===== src/rtl/ubi_stream_acc_pkg.sv =====
// Shared definitions for the unary stream accumulator: FSM state encoding and the
// bipolar offset helper used to centre the ones count around zero.
package ubi_stream_acc_pkg;

  typedef enum logic [1:0] {
    StIdle  = 2'd0,
    StAccum = 2'd1,
    StDone  = 2'd2
  } acc_state_e;

  // Half-window offset, 2^(bitwidth-1), subtracted from the ones count.
  function automatic int unsigned acc_offset(input int unsigned bitwidth);
    return 32'd1 << (bitwidth - 1);
  endfunction

endpackage


===== src/rtl/ubi_win_cnt.sv =====
// Window sample counter: BITWIDTH-bit up-counter with synchronous clear and enable;
// oLast flags the final sample (count == 2^BITWIDTH - 1).
module ubi_win_cnt #(
  parameter int unsigned BITWIDTH = 8
) (
  input  logic iClk,
  input  logic iRstN,
  input  logic iClr,
  input  logic iEn,
  output logic oLast
);

  logic [BITWIDTH-1:0] count_q, count_d;

  always_comb begin
    count_d = count_q;
    if (iClr) begin
      count_d = '0;
    end else if (iEn) begin
      // Wraps to zero after the last sample of the window.
      count_d = count_q + 1'b1;
    end
  end

  always_ff @(posedge iClk or negedge iRstN) begin
    if (!iRstN) begin
      count_q <= '0;
    end else begin
      count_q <= count_d;
    end
  end

  assign oLast = &count_q;

endmodule


===== src/rtl/ubi_stream_acc.sv =====
// Unary bipolar stream accumulator: counts ones over a 2^BITWIDTH sample window and
// presents (ones - 2^(BITWIDTH-1)) on a valid/ready output. Optional UBI_ACC_AUTORESTART_EN
// makes every accepted result immediately start the next window.
module ubi_stream_acc
  import ubi_stream_acc_pkg::*;
#(
  parameter int unsigned BITWIDTH = 8
) (
  input  logic              iClk,
  input  logic              iRstN,
  input  logic              iEn,
  input  logic              iClr,
  input  logic              iStart,
  input  logic              iBit,
  input  logic              iReady,
  output logic              oBusy,
  output logic              oValid,
  output logic [BITWIDTH:0] oData
);

  localparam int unsigned       OffsetInt = acc_offset(BITWIDTH);
  localparam logic [BITWIDTH:0] Offset    = OffsetInt[BITWIDTH:0];

  acc_state_e        state_q, state_d;
  logic [BITWIDTH:0] ones_q, ones_d, ones_sum;
  logic [BITWIDTH:0] data_q, data_d;
  logic              valid_q, valid_d;
  logic              busy_q;
  logic              win_clr, win_en, win_last;
  logic              restart;

`ifdef UBI_ACC_AUTORESTART_EN
  assign restart = iEn;
`else
  assign restart = iEn & iStart;
`endif

  assign ones_sum = ones_q + {{BITWIDTH{1'b0}}, iBit};

  ubi_win_cnt #(
    .BITWIDTH(BITWIDTH)
  ) u_win_cnt (
    .iClk (iClk),
    .iRstN(iRstN),
    .iClr (win_clr),
    .iEn  (win_en),
    .oLast(win_last)
  );

  always_comb begin
    state_d = state_q;
    ones_d  = ones_q;
    data_d  = data_q;
    valid_d = valid_q;
    win_clr = 1'b0;
    win_en  = 1'b0;

    if (iClr) begin
      state_d = StIdle;
      ones_d  = '0;
      valid_d = 1'b0;
      win_clr = 1'b1;
    end else begin
      unique case (state_q)
        StIdle: begin
          if (iEn && iStart) begin
            state_d = StAccum;
            ones_d  = '0;
            win_clr = 1'b1;
          end
        end
        StAccum: begin
          if (iEn) begin
            win_en = 1'b1;
            ones_d = ones_sum;
            if (win_last) begin
              data_d  = ones_sum - Offset;
              valid_d = 1'b1;
              state_d = StDone;
            end
          end
        end
        StDone: begin
          // The handshake completes even while iEn is low; only a restart needs iEn.
          if (valid_q && iReady) begin
            valid_d = 1'b0;
            if (restart) begin
              state_d = StAccum;
              ones_d  = '0;
              win_clr = 1'b1;
            end else begin
              state_d = StIdle;
            end
          end
        end
        default: begin
          state_d = StIdle;
          valid_d = 1'b0;
        end
      endcase
    end
  end

  always_ff @(posedge iClk or negedge iRstN) begin
    if (!iRstN) begin
      state_q <= StIdle;
      ones_q  <= '0;
      data_q  <= '0;
      valid_q <= 1'b0;
      busy_q  <= 1'b0;
    end else begin
      state_q <= state_d;
      ones_q  <= ones_d;
      data_q  <= data_d;
      valid_q <= valid_d;
      busy_q  <= (state_d == StAccum);
    end
  end

  assign oBusy  = busy_q;
  assign oValid = valid_q;
  assign oData  = data_q;

endmodule


===== config.mk =====
export PLATFORM = sky130hd
export DESIGN_NAME = ubi_stream_acc
export DESIGN_NICKNAME = d
export VERILOG_FILES = /design/src/rtl/ubi_stream_acc_pkg.sv /design/src/rtl/ubi_win_cnt.sv /design/src/rtl/ubi_stream_acc.sv
export SDC_FILE = /design/constraint.sdc
export NUM_CORES = 1
export LEC_CHECK = 0
export ABC_CLOCK_PERIOD_IN_PS = 2390
export CORE_MARGIN = 4
export CORE_UTILIZATION = 40
export CTS_CLUSTER_DIAMETER = 200
export CTS_CLUSTER_SIZE = 16
export DETAILED_ROUTE_END_ITERATION = 16
export DONT_BUFFER_PORTS = 1
export PLACE_DENSITY = 0.58
export SYNTH_ARGS = -nofsm -noshare
export SYNTH_HDL_FRONTEND = slang
export SYNTH_HIERARCHICAL = 1
export SYNTH_SLANG_ARGS = --single-unit

===== constraint.sdc =====
create_clock -name iClk -period 2.39 [get_ports iClk]
set_clock_uncertainty 0.05 [all_clocks]
set_input_delay 0.717 -clock iClk [delete_from_list [all_inputs] [get_ports iClk]]
set_output_delay 0.717 -clock iClk [all_outputs]
set_load 0.01 [all_outputs]

==> flow_metrics.env <==
export IMPL_postCtsResizedCells=0
export IMPL_cts_tree="built"
export IMPL_synthDistinctLibCells=46
export IMPL_instances_no_fill=239
export IMPL_synth_ff_latch_count=30
export IMPL_wire_per_inst_um=15.1
export IMPL_portBuffers=0
export IMPL_hold_violations=0
export IMPL_postCtsSetupRepairBufs=0
export IMPL_status="completed"
export IMPL_power_frac_comb_pct=6.4
export IMPL_ant_nets=0
export IMPL_slowest_delay_ps=500
export IMPL_required_ps=2540
export IMPL_critical_path_arrival_ps=2430
export IMPL_drc=0
export IMPL_yosysMostFrequentCell="dfrtp_1"
export IMPL_die_area_um2=5370
export IMPL_drt_iter0_markers=46
export IMPL_finalCritPeriodShare_pct=95.4
export IMPL_cts_sinks=30
export IMPL_end_kind="flop"
export IMPL_worstSetupPathType="flop to flop"
export IMPL_core_area_um2=4060
export IMPL_setup_viol=0
export IMPL_fmax_mhz=439
export IMPL_clockRootBuffer="clkbuf_8"
export IMPL_vias=1382
export IMPL_hold_path_class="input pin to async pin"
export IMPL_power_per_cell_area_nw_per_um2=524
export IMPL_dp_cells=231
export IMPL_grt_pass1_vias=1333
export IMPL_dp_hpwl_um=2580
export IMPL_p_int_uw=771
export IMPL_cts_hold_buf=0
export IMPL_crit_slowest_cell="or4b_1"
export IMPL_startpoint_type="flop"
export IMPL_initial_core_util_pct=42.0
export IMPL_p_leak_uw=0.000781
export IMPL_crit_buf_inv=1
export IMPL_synth_largest_area_cell="dfrtp_1"
export IMPL_switching_share_pct=21.9
export IMPL_postLayoutCoreUtil_pct=46.5
export IMPL_globalRouteTotalUtil_pct=15.0
export IMPL_irDropWorstVdd_mv=0.362
export IMPL_ys_flop_type="dfrtp_1"
export IMPL_synth_area_top_cells="dfrtp_1 (44%), ha_1 (5.9%), nand2_1 (4.8%), a21oi_1 (3.5%), nand3_1 (3.5%)"
export IMPL_fin_setup_tns_ps=0
export IMPL_switchingPower_uw=217
export IMPL_first_pass_iters=4
export IMPL_cp_max_fo=5
export IMPL_antenna_cells=0
export IMPL_cap_violations=0
export IMPL_fp_dieH_um=73.3
export IMPL_max_slew_margin_pct=68.4
export IMPL_synth_common_cells="dfrtp_1 (30), nand2_1 (22), a21oi_1 (12), nand3_1 (12), o21ai_0 (12)"
export IMPL_yosys_warnings=6
export IMPL_period_needed_ps=2280
export IMPL_overflow=0
export IMPL_syn_nets=196
export IMPL_synthCells=181
export IMPL_numCtsBuffers=5
export IMPL_drv_slew=0
export IMPL_clockBufferDepth=2
export IMPL_syn_to_final_growth_pct=10.7
export IMPL_place_gp_congestion=0.829
export IMPL_grt_pass1_wl_um=5990
export IMPL_synth_edf_count=0
export IMPL_drt_total_wl_um=3620
export IMPL_final_net_count=203
export IMPL_synth_area_per_cell_um2=9.42
export IMPL_worstMarginPinSlew_ps=462
export IMPL_synth_top_cell_area_share_pct=44.1
export IMPL_clk_pin_slew_ps=60
export IMPL_seq_power_share_pct=52.3
export IMPL_ys_async_sr_fraction_pct=100
export IMPL_cp_top_family="simple AND/OR/NAND/NOR gates"
export IMPL_pwr_share_clk_pct=41.3
export IMPL_h_tree_depth=2
export IMPL_syn_cell_area_um2=1700
export IMPL_pin_count=18
export IMPL_rsz0062_at_grt="no"
export IMPL_antenna_found_initial=0
export IMPL_rows=23
export IMPL_grt_max_degree=31
export IMPL_clk_latency_ps=280
export IMPL_worstPathCellList="inv_1 -> ha_1 -> or3b_1 -> a32o_1 -> or4b_1 -> a31oi_1"
export IMPL_ys_seq_area_share_pct=44.1
export IMPL_die_x_um=73.3
export IMPL_vias_per_cell=5.78
export IMPL_drive_above_1_share_pct=12.2
cells in the final DEF, fill, tap and decap left out, drive strengths merged, types with 2 or more instances in the layout:
master	instances
inv	5
mux2i	2
nand3b	2
or3	4
a31oi	4
dfrtp	30
nand3	13
clkbuf	7
ha	8
a31o	2
xor2	5
nor4	2
nor2	10
o21ai	13
nand2	22
nand4b	3
nor2b	2
and2	2
nand4	5
buf	9
or4b	2
a21oi	12
xnor2	5
mux2	2
and4	2
final cells by class:
class / instances / area, um^2
Sequential cell: 30 / 751
Tap cell: 50 / 62.6
Clock inverter: 1 / 5.00
Multi-Input combinational cell: 137 / 896
Inverter: 5 / 18.8
Clock buffer: 7 / 86.3
Timing Repair Buffer: 9 / 67.6
Fill cell: 378 / 2170
sequential cells by signal, summed over array words and instances, names as in the netlist:
| name | count |
|---|---|
| oBusy | 1 |
| oData | 9 |
| oValid | 1 |
| ones_q | 9 |
| state_q | 2 |
| u_win_cnt/count_q | 8 |
power groups by stage:
stage	logic (uW)	registers, uW	clock network [uW]
6_report	63.3	517	408
5_1_grt	70.5	517	458
4_1_cts	63.3	517	427
3_5_place_dp	63.1	526	0
3_3_place_gp	61.9	526	0
2_1_floorplan	48.1	525	0
worst paths after layout:
| kind | startpoint | to | slack, ps | cells past startpoint |
|---|---|---|---|---|
| setup reg to reg | state_q[0] | ones_q[8] | 110 | 6 |
| setup / recovery | state_q[0] | ones_q[8] | 110 | 6 |
| hold / removal | iRstN | oData[1] | 80 | 0 |
| hold reg to reg | ones_q[0] | ones_q[0] | 470 | 2 |
| min in group iClk | iClr | oValid | 450 | 1 |
| max in group asynchronous | iRstN | u_win_cnt/count_q[1] | 2130 | 0 |
cell families (layout without fill, tap and decap cells):
| family | Yosys count | after routing | synth area share (%) |
|---|---|---|---|
| buffers and inverters | 14 | 22 | 3.38 |
| xor gates and xnor gates | 10 | 10 | 5.14 |
| adders and majority gates | 8 | 8 | 5.87 |
| and+or+nand+nor | 73 | 73 | 23.7 |
| AOI/OAI and AO/OA | 42 | 42 | 15.3 |
| DFF | 30 | 30 | 44.1 |
| muxes | 4 | 4 | 2.50 |
through the flow:
step                      total power [uW]  setup WS (ps)  cell area (um^2)  hold slack [ps]
after floorplan                        573           36.1              1700              371
after global placement                 588            103              1800              372
after detailed placement               589           65.0              1800              372
after CTS                             1010            123              1890             66.3
after global routing                  1050           41.1              1890             51.7
final                                  988            110              1890             76.9
metal layers:
layer / global-route usage, % / vias up / wire (um)
li1: - / 668 / -
met1: 16.6 / 680 / 1510
met2: 25.1 / 26 / 1820
met3: 6.84 / 8 / 219
met4: 5.74 / 0 / 62
met5: 0 / - / 0
Power figures use the tool's default switching activity.
